File: src/rtl/or_delay_pkg.sv
// Shared types and default sizing for the OR-gate delay scheduler.
package or_delay_pkg;

    localparam int unsigned DELAY_W_DEF = 4;
    localparam int unsigned DEPTH_DEF   = 4;
    // Countdown storage width; delays up to CNT_W bits are supported.
    localparam int unsigned CNT_W       = 16;

    typedef enum logic {
        MODE_INERTIAL  = 1'b0,
        MODE_TRANSPORT = 1'b1
    } mode_e;

    typedef enum logic {
        ST_IDLE    = 1'b0,
        ST_PENDING = 1'b1
    } state_e;

    typedef struct packed {
        logic             value;
        logic [CNT_W-1:0] countdown;
    } evt_t;

endpackage

File: src/rtl/or_delay_evq.sv
// Circular event FIFO; every stored countdown ticks down once per cycle, saturating at zero.
module or_delay_evq
    import or_delay_pkg::*;
#(
    parameter int unsigned DELAY_W = DELAY_W_DEF,
    parameter int unsigned DEPTH   = DEPTH_DEF
) (
    input  logic                   clk,
    input  logic                   rst,
    input  logic                   push,
    input  logic                   push_val,
    input  logic [DELAY_W-1:0]     push_dly,
    input  logic                   pop,
    input  logic                   flush,
    output evt_t                   head,
    output logic                   tail_val,
    output logic [$clog2(DEPTH):0] count,
    output logic                   full
);

    localparam int unsigned PTR_W  = $clog2(DEPTH);
    localparam int unsigned CNT_WD = PTR_W + 1;

    evt_t             mem [DEPTH];
    logic [PTR_W-1:0] rd_ptr;
    logic [PTR_W-1:0] wr_ptr;
    logic             do_pop;
    logic             do_push;

    assign full     = (count == CNT_WD'(DEPTH));
    assign head     = mem[rd_ptr];
    assign tail_val = mem[wr_ptr - PTR_W'(1)].value;
    assign do_pop   = pop && (count != '0);
    // A pop frees the slot the same cycle, so a full queue still accepts.
    assign do_push  = push && (!full || do_pop);

    always_ff @(posedge clk) begin
        if (rst) begin
            rd_ptr <= '0;
            wr_ptr <= '0;
            count  <= '0;
            for (int unsigned i = 0; i < DEPTH; i++) begin
                mem[PTR_W'(i)] <= '0;
            end
        end else begin
            for (int unsigned i = 0; i < DEPTH; i++) begin
                if (mem[PTR_W'(i)].countdown != '0) begin
                    mem[PTR_W'(i)].countdown <= mem[PTR_W'(i)].countdown - CNT_W'(1);
                end
            end
            if (flush) begin
                rd_ptr <= '0;
                wr_ptr <= '0;
                count  <= '0;
            end else begin
                if (do_push) begin
                    mem[wr_ptr] <= '{value: push_val, countdown: CNT_W'(push_dly)};
                    wr_ptr      <= wr_ptr + PTR_W'(1);
                end
                if (do_pop) begin
                    rd_ptr <= rd_ptr + PTR_W'(1);
                end
                count <= count + CNT_WD'(do_push) - CNT_WD'(do_pop);
            end
        end
    end

endmodule

File: src/rtl/or_delay_scheduler.sv
// OR gate with inertial/transport propagation delay measured in clk cycles.
// Define OR_DELAY_SCHED_STATS_EN to add the cancel_cnt statistics output.
module or_delay_scheduler
    import or_delay_pkg::*;
#(
    parameter int unsigned DELAY_W = DELAY_W_DEF,
    parameter int unsigned DEPTH   = DEPTH_DEF
) (
    input  logic                   clk,
    input  logic                   rst,
    input  logic                   a,
    input  logic                   b,
    input  logic                   mode,
    input  logic [DELAY_W-1:0]     delay,
    output logic                   y,
    output logic [$clog2(DEPTH):0] pending,
    output logic                   busy,
    output logic                   overflow
`ifdef OR_DELAY_SCHED_STATS_EN
    ,
    output logic [7:0]             cancel_cnt
`endif
);

    localparam int unsigned CNT_WD = $clog2(DEPTH) + 1;

    state_e              state;
    logic                mode_q;
    logic                z;
    logic                target;
    logic                fire;
    logic                push;
    logic                pop;
    logic                flush;
    logic                drop;
    logic                stat_evt;
    logic                full;
    logic                tail_val;
    logic [DELAY_W-1:0]  push_dly;
    logic [CNT_WD-1:0]   next_count;
    evt_t                head;

    or_delay_evq #(
        .DELAY_W (DELAY_W),
        .DEPTH   (DEPTH)
    ) u_evq (
        .clk      (clk),
        .rst      (rst),
        .push     (push),
        .push_val (z),
        .push_dly (push_dly),
        .pop      (pop),
        .flush    (flush),
        .head     (head),
        .tail_val (tail_val),
        .count    (pending),
        .full     (full)
    );

    assign busy = (state == ST_PENDING);

    // Change detection and scheduling decisions for this cycle.
    always_comb begin
        z          = a | b;
        push       = 1'b0;
        pop        = 1'b0;
        flush      = 1'b0;
        drop       = 1'b0;
        stat_evt   = 1'b0;
        push_dly   = (delay == '0) ? DELAY_W'(1) : delay;
        fire       = (pending != '0) && (head.countdown <= CNT_W'(1));
        target     = (pending != '0) ? tail_val : y;
        if (mode != mode_q) begin
            flush = 1'b1;
        end else if (mode_e'(mode) == MODE_TRANSPORT) begin
            pop = fire;
            if (z != target) begin
                if (full && !fire) begin
                    drop     = 1'b1;
                    stat_evt = 1'b1;
                end else begin
                    push = 1'b1;
                end
            end
        end else begin
            pop = fire;
            if (pending == '0) begin
                push = (z != target);
            end else if (z != target) begin
                // A firing event still lands; otherwise the pending one is cancelled.
                stat_evt = 1'b1;
                if (fire) begin
                    push = 1'b1;
                end else begin
                    flush = 1'b1;
                end
            end
        end
        next_count = flush ? '0 : pending + CNT_WD'(push) - CNT_WD'(pop);
    end

    always_ff @(posedge clk) begin
        if (rst) begin
            y        <= 1'b0;
            overflow <= 1'b0;
            mode_q   <= mode;
            state    <= ST_IDLE;
        end else begin
            mode_q <= mode;
            if (pop) begin
                y <= head.value;
            end
            if (drop) begin
                overflow <= 1'b1;
            end
            case (state)
                ST_IDLE:    if (push) state <= ST_PENDING;
                ST_PENDING: if (next_count == '0) state <= ST_IDLE;
                default:    state <= ST_IDLE;
            endcase
        end
    end

`ifdef OR_DELAY_SCHED_STATS_EN
    always_ff @(posedge clk) begin
        if (rst) begin
            cancel_cnt <= 8'd0;
        end else if (stat_evt && (cancel_cnt != 8'hFF)) begin
            cancel_cnt <= cancel_cnt + 8'd1;
        end
    end
`else
    logic unused_stat;
    assign unused_stat = stat_evt;
`endif

endmodule

File: config.mk
export PLATFORM = sky130hd
export DESIGN_NAME = or_delay_scheduler
export DESIGN_NICKNAME = d
export VERILOG_FILES = /design/src/rtl/or_delay_pkg.sv /design/src/rtl/or_delay_evq.sv /design/src/rtl/or_delay_scheduler.sv
export SDC_FILE = /design/constraint.sdc
export NUM_CORES = 1
export LEC_CHECK = 0
export ABC_AREA = 0
export CORE_ASPECT_RATIO = 2
export CORE_UTILIZATION = 45
export DETAILED_ROUTE_END_ITERATION = 10
export PLACE_DENSITY = 0.66
export SYNTH_ARGS = -nofsm -noshare
export SYNTH_HDL_FRONTEND = slang
export SYNTH_HIERARCHICAL = 1
export SYNTH_SLANG_ARGS = --single-unit
File: constraint.sdc
create_clock -name clk -period 3.9 [get_ports clk]
set_input_delay 1.17 -clock clk [delete_from_list [all_inputs] [get_ports clk]]
set_output_delay 1.17 -clock clk [all_outputs]
set_load 0.02 [all_outputs]
==> reports/qor.csv, run 1 <==
stage,metric,value,unit
status,status,"finished, final reports clean",
finish,final_util,54.9,%
timing,final.setup.tns,0,ps
worst_setup_path,cp.arrival,4060,ps
clock_tree,clk_latency,340,ps
timing,fmax,0.260,GHz
routing,routed_wl,13800,µm
placement,post_dp_cell_area,0.00540,mm²
timing,period_share,98.8,%
routing,drt_iter0_drc,195,
placement,port_buffers,14,
timing,period_needed,3850,ps
finish,fillCellCount,970,
timing,worstMarginPinSlew,960,ps
yosys,netlist_instances,521,
floorplan,dieArea,0.0114,mm²
clock_tree,cts_made_buffers,9,
yosys,syn_avg_cell_area,9.47,µm²
finish,nets,587,
worst_setup_path,crit_path_end_kind,flip-flop,
clock_tree,cts_root_buffer,clkbuf_16,
routing,drc,0,
worst_setup_path,worst_setup_path_start_kind,primary input,
floorplan,die_y,150,µm
timing,hold_viol,0,
yosys,synth_area,0.00493,mm²
timing,final-setup-viol-count,0,
global_routing,grt_pass1_vias,4570,
finish,drive_above_1_share,17.5,%
global_routing,grt_pass1_wl,22500,µm
yosys,yosysWarnings,6,
global_routing,antenna_found_initial,0,
floorplan,initial_utilization,46.5,%
floorplan,row_count,53,
timing,fin_skew,4.01,ps
power,p_per_area,834,mW/mm²
floorplan,core_area,0.0106,mm²
clock_tree,postCtsHoldBufs,0,
power,vdd.ir_drop.worst,346,µV
routing,drt_pass1_iterations,6,
finish,register_area,0.00183,mm²
finish,stdcell_count,702,
routing,vias,4446,
finish,design_area,0.00583,mm²
finish,multi_input_area,0.00300,mm²
clock_tree,clkTransAtPathRegs,60,ps
power,p_total,4.86,mW
placement,hpwl,10700,µm
worst_hold_path,hp-class,flip-flop to flip-flop,
placement,gp_congestion,0.867,
worst_setup_path,path_class,primary input to flip-flop,
clock_tree,clock_sinks,81,
global_routing,track_usage,25.8,%
clock_tree,cts_max_level,3,
finish,final_common_cell,dfxtp_1,
routing,via_per_inst,6.33,
worst_setup_path,crit_required,4110,ps
worst_setup_path,cp_max_fo,4,
placement,pre_cts_ws,-142,ps
finish,syn_to_final_growth,18.1,%
finish,diodes,0,
timing,setup_slack,48.4,ps
timing,relSlewSlack,35.1,%
floorplan,ioPinCount,15,
routing,final_antenna_net_count,0,
finish,layout_common_cells,"dfxtp_1 (59), nand2_1 (50), a21oi_1 (39)",
yosys,synth_nets,548,
global_routing,grt_start_max_net_pins,14,
timing,rsz0062_at_grt,true,
job,drv_cap,0,
floorplan,fp.dieW,76.0,µm
power,cellLeakagePower,2.17,nW
global_routing,grt-ovfl-total,0,
placement,dp_cells,682,
clock_tree,tritoncts,yes,
routing,wire_per_inst,19.7,µm
clock_tree,cts_buffer_depth,2,
timing,finalMaxSlewViolations,0,
timing,whs,461,ps
## area by class of cell
class                   count  share of cell area, %
multi-input cells         396                   51.5
flip-flops and latches     81                   31.4
repair buffers             48                   7.34
clock buffers              15                   5.15
well taps                 137                   2.94
inverters                  24                   1.59
clock inverters             1                 0.0859
## per-layer routing
metal / global-route usage [%] / vias to the layer above / routed length [µm]
li1: - / 2065 / -
met1: 23.2 / 2160 / 4740
met2: 48.7 / 144 / 7450
met3: 3.96 / 77 / 448
met4: 23.4 / 0 / 1190
met5: 0 / - / 0
## state kept, by name, indices dropped and copies added (netlist names), named ones only
register / count
busy: 1
mode_q: 1
overflow: 1
u_evq/count: 3
u_evq/mem: 68
u_evq/rd_ptr: 2
u_evq/wr_ptr: 2
y: 1
## what timing repair did
item,4_1_cts,5_1_grt
buffers inserted,1,2
resized for setup,7,11
pin swaps,0,7
gates cloned,1,0
endpoints found under the setup margin,1,2
## power by group
| group | total (mW) | switching [mW] | internal, mW | leakage [nW] |
|---|---|---|---|---|
| sequential | 1.60 | 0.409 | 1.19 | 0.723 |
| combinational | 2.41 | 1.39 | 1.02 | 1.30 |
| clock | 0.854 | 0.328 | 0.526 | 0.150 |
| total | 4.86 | 2.12 | 2.74 | 2.17 |
## path summary, 6_finish.rpt
kind | from | endpoint | slack, ps | cells after the start
setup / recovery | mode | busy | 50 | 14
hold / removal | overflow | overflow | 460 | 2
setup reg to reg | flip-flop | busy | 60 | 16
hold reg to reg | overflow | overflow | 460 | 2
## worst max-delay path, cell delays in order
cell             delay (ps)
clkdlybuf4s50_1         570
nand2_1                 120
a21oi_1                 250
o22ai_4                 110
or2_1                   250
ha_1                    290
inv_1                    60
ha_2                    160
inv_2                    40
fa_2                    330
xor3_1                  180
o311ai_1                280
a311o_1                 170
o41ai_2                  70
Power figures use the tool's default switching activity.
==> run 2: changes to the inputs <==
--- a/config.mk
+++ b/config.mk
@@ -6,6 +6,7 @@
 export NUM_CORES = 1
 export LEC_CHECK = 0
 export ABC_AREA = 0
+export CAP_MARGIN = 0
 export CORE_ASPECT_RATIO = 2
 export CORE_UTILIZATION = 45
 export DETAILED_ROUTE_END_ITERATION = 10
==> results of run 2 <==
No change in the layout: final DEF, timing and power equal those of run 1.
==> run 3: changes to the inputs <==
--- a/config.mk
+++ b/config.mk
@@ -10,6 +10,7 @@
 export CORE_ASPECT_RATIO = 2
 export CORE_UTILIZATION = 45
 export DETAILED_ROUTE_END_ITERATION = 10
+export HOLD_SLACK_MARGIN = 0.06
 export PLACE_DENSITY = 0.66
 export SYNTH_ARGS = -nofsm -noshare
 export SYNTH_HDL_FRONTEND = slang
==> results of run 3 <==
No change in the layout: final DEF, timing and power equal those of run 1.
